### config.mk
export PLATFORM = sky130hd
export DESIGN_NAME = inv_scheduler
export DESIGN_NICKNAME = d
export VERILOG_FILES = /design/src/rtl/inv_scheduler.sv
export SDC_FILE = /design/constraint.sdc
export NUM_CORES = 1
export LEC_CHECK = 0
export CORE_MARGIN = 2
export CORE_UTILIZATION = 45
export DETAILED_ROUTE_END_ITERATION = 6
export HOLD_SLACK_MARGIN = 0.15
export PLACE_DENSITY = 0.79
export SYNTH_ARGS = -nofsm -noshare
export SYNTH_HDL_FRONTEND = slang
export SYNTH_SLANG_ARGS = --single-unit
### constraint.sdc
create_clock -name clk -period 2 [get_ports clk]
set_clock_uncertainty 0.15 [all_clocks]
set_input_delay 0.4 -clock clk [delete_from_list [all_inputs] [get_ports clk]]
set_output_delay 0.4 -clock clk [all_outputs]
set_load 0.02 [all_outputs]
### src/rtl/inv_scheduler.sv
// inv_scheduler: round-robin arbiter that lends one GF(2) matrix inverter to
// NUM_REQ requesters, one job at a time, with a watchdog that aborts jobs the
// inverter never finishes. Trivial ranks (0 or above RANK_MAX) are answered
// locally without touching the inverter.
module inv_scheduler #(
  parameter  int NUM_REQ     = 4,
  parameter  int RANK_MAX    = 936,
  parameter  int TIMEOUT_CYC = 4096,
  localparam int RANK_W      = $clog2(RANK_MAX),
  localparam int SEL_W       = (NUM_REQ > 1) ? $clog2(NUM_REQ) : 1,
  localparam int CNT_W       = $clog2(TIMEOUT_CYC) + 1
) (
  input  logic                      clk,
  input  logic                      rst_n,
  input  logic [NUM_REQ-1:0]        req,
  input  logic [NUM_REQ*RANK_W-1:0] req_rank,
  output logic [NUM_REQ-1:0]        ack,
  output logic                      resp_success,
  output logic                      resp_timeout,
  output logic                      inv_start,
  output logic [RANK_W-1:0]         inv_rank,
  output logic [SEL_W-1:0]          inv_sel,
  output logic                      inv_abort,
  input  logic                      inv_done,
  input  logic                      inv_success,
  output logic                      busy
);

  typedef enum logic [1:0] {S_IDLE, S_ISSUE, S_WAIT, S_RESP} state_t;

  state_t             state, state_nxt;
  logic [SEL_W-1:0]   sel, rr_ptr;
  logic [RANK_W-1:0]  rank;
  logic [CNT_W-1:0]   cnt;
  logic               res_succ, res_to;

  logic               gnt_vld;
  logic [SEL_W-1:0]   gnt_idx, cand;
  logic               rank_zero, rank_bad, to_hit;

  // Rank compared one bit wider so RANK_MAX itself always fits.
  assign rank_zero = (rank == '0);
  assign rank_bad  = ({1'b0, rank} > (RANK_W+1)'(RANK_MAX));
  assign to_hit    = (cnt == CNT_W'(TIMEOUT_CYC - 1));

  // Round-robin pick: scan offsets high to low so the smallest offset from
  // rr_ptr is the last (winning) assignment.
  always_comb begin
    gnt_vld = 1'b0;
    gnt_idx = '0;
    cand    = '0;
    for (int i = NUM_REQ - 1; i >= 0; i--) begin
      cand = SEL_W'((int'(rr_ptr) + i) % NUM_REQ);
      if (req[cand]) begin
        gnt_vld = 1'b1;
        gnt_idx = cand;
      end
    end
  end

  // State register.
  always_ff @(posedge clk or negedge rst_n) begin
    if (!rst_n) state <= S_IDLE;
    else        state <= state_nxt;
  end

  // Next-state logic; inv_done beats the watchdog when both land together.
  always_comb begin
    state_nxt = state;
    case (state)
      S_IDLE:  if (gnt_vld) state_nxt = S_ISSUE;
      S_ISSUE: state_nxt = (rank_zero || rank_bad) ? S_RESP : S_WAIT;
      S_WAIT:  if (inv_done || to_hit) state_nxt = S_RESP;
      S_RESP:  state_nxt = S_IDLE;
      default: state_nxt = S_IDLE;
    endcase
  end

  // Job datapath: grant latch, watchdog counter, result flags, rr pointer.
  always_ff @(posedge clk or negedge rst_n) begin
    if (!rst_n) begin
      sel      <= '0;
      rank     <= '0;
      rr_ptr   <= '0;
      cnt      <= '0;
      res_succ <= 1'b0;
      res_to   <= 1'b0;
    end else begin
      case (state)
        S_IDLE: if (gnt_vld) begin
          sel  <= gnt_idx;
          rank <= req_rank[gnt_idx*RANK_W +: RANK_W];
        end
        S_ISSUE: begin
          cnt      <= '0;
          res_succ <= rank_zero;   // rank 0 is trivially invertible
          res_to   <= 1'b0;
        end
        S_WAIT: begin
          cnt <= cnt + 1'b1;
          if (inv_done) begin
            res_succ <= inv_success;
            res_to   <= 1'b0;
          end else if (to_hit) begin
            res_succ <= 1'b0;
            res_to   <= 1'b1;
          end
        end
        S_RESP: rr_ptr <= (sel == SEL_W'(NUM_REQ - 1)) ? '0 : sel + 1'b1;
        default: ;
      endcase
    end
  end

  // Outputs decoded from registered state so reset clears them at once.
  always_comb begin
    inv_start    = (state == S_ISSUE) && !rank_zero && !rank_bad;
    inv_abort    = (state == S_WAIT) && to_hit && !inv_done;
    ack          = (state == S_RESP) ? (NUM_REQ'(1) << sel) : '0;
    resp_success = (state == S_RESP) && res_succ;
    resp_timeout = (state == S_RESP) && res_to;
    busy         = (state != S_IDLE);
    inv_sel      = sel;
    inv_rank     = rank;
  end

endmodule
# [Word-level counts from Yosys, hierarchy flattened]
# Index checks and enable logic that the tools add are counted.
[op_classes] multipliers=1 n_addsub=5 n_mux=29 eq_ne=8 n_reduce_logical=18 n_lt_le_gt_ge=5 shifts=2
[ops] op="variable part select 40 x 7 -> 10 bit" n=1
[ops] op="case mux 13 bit (2 select lines)" n=1
[ops] op="2-to-1 mux 2 bit" n=7
[ops] op="adder 13 x 1 -> 13 bit, second input constant" n=1
[ops] op="== test 13 x 12 -> 1 bit, second input constant" n=1
[ops] op="2-to-1 mux 1 bit" n=13
[ops] op="< comparator 2 x 3 -> 1 bit, second input constant" n=4
[ops] op="> comparator 10 bit, second input constant" n=1
[ops] op="logical NOT 10 bit" n=1
[ops] op="binary-select mux 1 bit (select 2 bit)" n=4
[ops] op="case mux 2 bit (4 select lines)" n=1
[ops] op="== test 2 bit, second input constant" n=3
[ops] op="logical AND 1 bit" n=6
[ops] op="AND reduction 2 bit" n=3
[ops] op="multiplier 2 x 3 -> 5 bit, second input constant" n=1
[ops] op="adder 2 x 1 -> 2 bit, second input constant" n=2
[ops] op="adder 2 bit, second input constant" n=2
[ops] op="2-to-1 mux 4 bit" n=1
[ops] op="inequality test 2 bit, second input constant" n=2
[ops] op="case mux 1 bit (2 select lines)" n=2
[ops] op="nonzero test 2 bit" n=2
[ops] op="left shift 1 x 2 -> 4 bit, first input constant" n=1
[ops] op="logical NOT 1 bit" n=3
[ops] op="inequality test 3 bit, second input constant" n=1
[ops] op="3 further kinds" n=4
[word_totals] wordCells=75 reg_bits=31 output_inout_bits=21

# [Depth between registers and ports, before layout]
[logic_depth] word_depth=9 ltp_mapped=7 ltp_nobuf=7

# [Least setup slack after synthesis]
# OpenSTA, ideal clock, no wires.
[synth_path] path_type="register to output" startpoint="register cnt[0]" endpoint="output inv_abort" setup_slack_ns=0.034 t_required_ns=1.450 path_stages_with_launch=5 path_buffers=0 t_arrival_ns=1.416 path_cell_list="dfrtp_1 -> ha_1 -> nand3b_1 -> or4_4 -> nor2_1"
[synth_between] elab_chain_len=3
[synth_rtl] item="start, declared" line_no="34" source="logic [CNT_W-1:0] cnt;"
[synth_rtl] item="start signal, assigned" line_no="100" source="cnt <= cnt + 1'b1;"
[synth_rtl] item="== test 13 x 12 -> 1 bit" line_no="44" source="assign to_hit = (cnt == CNT_W'(TIMEOUT_CYC - 1));"
[synth_rtl] item="logical AND 1 bit (2 in series)" line_no="118" source="inv_abort = (state == S_WAIT) && to_hit && !inv_done;"
[synth_rtl] item="end, declared" line_no="23" source="output logic inv_abort,"
# Every way passes these cells.

# [Worst setup path after layout]
[layout_path] startpoint="register cnt[1]" endpoint="output inv_abort"
# Same word-level chain as after synthesis.

==> results.py <==
metrics = {
    "grt": {
        "grt_max_degree": 32,
        "grt_pass1_vias": 2008,
        "antenna_found_initial": 0,
        "grt_use_total_pct": 22.5,
        "grt_pass1_wl_um": 8870,
        "grt_overflow_total": 0,
    },
    "detailed_routing": {
        "first_iter_violations": 124,
        "ant_nets": 0,
        "wl_met3_um": 289,
        "top_layer": "met4",
        "vias": 1950,
        "drc": 0,
        "post_drt_wl_per_cell_um": 14.9,
        "m1WireLength_um": 2180,
        "routed-wl-met2_um": 2860,
        "routed_wl_um": 5490,
        "first_pass_iters": 4,
        "routed_via_density": 5.31,
    },
    "timing": {
        "max_slew_margin_pct": 73.6,
        "setup_violations": 2,
        "fin_crit_sh_pct": 106,
        "final.min_clock_period_ns": 2.11,
        "drv_slew": 0,
        "tightest_slew_ns": 0.396,
        "rsz0062_at_grt": "true",
        "finalWorstSetupSlack_ns": -0.113,
        "fmax_mhz": 473,
        "hold_ws_ns": 0.354,
        "finalHoldViolations": 0,
    },
    "layout": {
        "final-seq-area_um2": 778,
        "area_growth_pct": 65.5,
        "final_cell_mix": "clkdlybuf4s50_1, buf_4, dfrtp_1",
        "nFillCells": 281,
        "multi_input_area_um2": 1140,
        "final_nets": 373,
        "drive_above_1_share_pct": 26.2,
        "num_antenna_cells": 0,
        "final_core_util_pct": 78.2,
        "final_common_cell": "clkdlybuf4s50_1",
    },
    "run_status": {
        "violations": "setup timing",
        "outcome": "finished with violations",
    },
    "setup_path": {
        "arrival_ns": 1.56,
        "reg2regPathDepth": 9,
        "crit_chain": "ha_2 > nand3b_1 > or4_4 > nor2_4 > buf_6",
        "crit_family": "simple AND/OR/NAND/NOR gates",
        "critPathMaxFanout": 2,
        "endpoint_kind": "primary output",
        "worstSetupStartpointType": "register",
        "worstPathRequired_ns": 1.45,
        "path_class": "register to primary output",
        "crit_buf_inv": 1,
        "crit_path_top_delay_cell": "or4_4",
        "max_stage_delay_ns": 0.44,
        "cp.depth": 5,
    },
    "clock_network": {
        "clock_latency_ns": 0.28,
        "h-tree-depth": 2,
        "cts_made_buffers": 5,
        "ctsHoldBuffers": 0,
        "cts_tree": "yes",
        "cts_buffer_depth": 2,
        "cts-root-buf": "clkbuf_8",
        "clk_pin_slew_ns": 0.07,
        "clock_sinks": 31,
    },
    "power_and_ir_drop": {
        "p_leak_nw": 1.54,
        "powerDensity_nw_per_um2": 1290,
        "peakVddDrop_uv": 734,
        "fin_total_pwr_w": 0.00410,
    },
    "min_path": {
        "hp-class": "input pin to asynchronous set/reset pin",
    },
    "synthesis": {
        "seq_area_frac_synth_pct": 40.4,
        "synth-edff-count": 0,
        "syn-num-nets": 258,
        "synth.area.top_cells": "dfrtp_1, mux2i_1, ha_1",
        "synth_top_area_share_pct": 40.4,
        "synth-seq-cells": 31,
        "synth-main-ff-cell": "dfrtp_1",
        "netlist_area_um2": 1920,
        "syn_inst": 201,
        "syn_area_per_cell_um2": 9.54,
        "yosys.area.top_type": "dfrtp_1",
        "async_flop_share_pct": 100,
        "synth-warning-count": 0,
        "synth_cell_types": 39,
    },
    "floorplan": {
        "die-area_um2": 4800,
        "floorplan.rows": 23,
        "die_h_um": 69.3,
        "pin_count": 69,
        "start_util_pct": 47.3,
        "die_width_um": 69.3,
        "core_um2": 4060,
    },
    "place": {
        "dp_hpwl_um": 3780,
        "gp_congestion": 0.864,
        "port_buffers": 68,
    },
    "job": {
        "maxCapViolations": 0,
    },
}
registers in the layout (all words and copies together) (netlist names):
| signal | cells |
|---|---|
| inv_sel | 2 |
| inv_rank | 10 |
| res_to | 1 |
| res_succ | 1 |
| rr_ptr | 2 |
| cnt | 13 |
| state | 2 |
stage by stage:
| step | cells | setup slack (ns) | instance area (µm²) | setup TNS, ns |
|---|---|---|---|---|
| finish | 367 | -0.113 | 3170 | -0.195 |
| global route | 367 | -0.182 | 3170 | -0.342 |
| CTS | 364 | -0.134 | 3140 | -0.257 |
| detailed placement | 356 | -0.278 | 2970 | -2.52 |
| global placement | 356 | -0.256 | 2970 | -2.12 |
| floorplan | 201 | 0.0341 | 1920 | 0 |
power breakdown:
part	internal, W	switching [W]	leakage, nW	total [W]
Clock	0.000497	0.000243	0.0644	0.000740
Combinational	0.00117	0.00115	1.07	0.00232
Sequential	0.000828	0.000213	0.400	0.00104
Total	0.00249	0.00161	1.54	0.00410
routing by layer:
layer | up-vias | global-route usage [%]
met1 | 916 | 27.0
met3 | 17 | 5.52
met5 | - | 0
met4 | 0 | 8.06
met2 | 74 | 38.9
li1 | 943 | -
worst register-to-register path, delay by kind of cell (launching register included):
kind	cells	cell delay, ns
and+or+nand+nor	4	0.45
DFF	1	0.39
buffers and inverters	3	0.37
adders and majority gates	1	0.33
xor gates and xnor gates	1	0.14
area by class of cell:
cell class | instances | area share, %
multi-input cells | 154 | 35.8
repair buffers | 116 | 32.5
flip-flops and latches | 31 | 24.5
clock buffers | 5 | 2.17
clock inverters | 3 | 2.13
well taps | 50 | 1.97
inverters | 8 | 0.946
cell usage after synthesis (3+ instances only):
cell,instances
a21oi_1,6
o21ai_0,6
nand2b_1,5
nor2b_1,3
clkbuf_1,4
nand3b_1,3
xnor2_1,3
ha_1,9
dfrtp_1,31
a31oi_1,3
nor3b_1,4
mux2i_1,22
xor2_1,5
o221ai_1,10
nand3_1,7
nand2_1,24
nor2_1,14
inv_1,8
and2_1,6
final timing paths:
| check | startpoint | endpoint | slack, ns |
|---|---|---|---|
| max reg2reg | state[0]$_DFFE_PN0P_ | cnt[12]$_DFFE_PN0P_ | 0.10 |
| max in group asynchronous | rst_n | inv_sel[0]$_DFFE_PN0P_ | 1.04 |
| min | rst_n | rr_ptr[0]$_DFFE_PN0P_ | 0.35 |
| min in group clk | res_to$_DFFE_PN0P_ | res_to$_DFFE_PN0P_ | 0.37 |
| max | cnt[1]$_DFFE_PN0P_ | inv_abort | -0.11 |
| min reg2reg | res_to$_DFFE_PN0P_ | res_to$_DFFE_PN0P_ | 0.37 |
cell families (layout without fill, tap and decap cells):
kind of cell,after synthesis,after routing,share of synthesized area (%)
simple gates,80,80,22.0
compound gates,33,33,11.8
flops,31,31,40.4
mux,24,24,12.7
buf+inv,16,132,3.59
fa+ha+maj,9,9,5.87
xor+xnor,8,8,3.65
timing repair:
item | 4_1_cts | 5_1_grt
endpoints found under the setup margin | 9 | 26
endpoints found under the hold margin | 0 | 0
resized for setup | 35 | 23
pin swaps | 2 | 3
buffers inserted | 0 | 3
(Power assumes the default switching activity.)
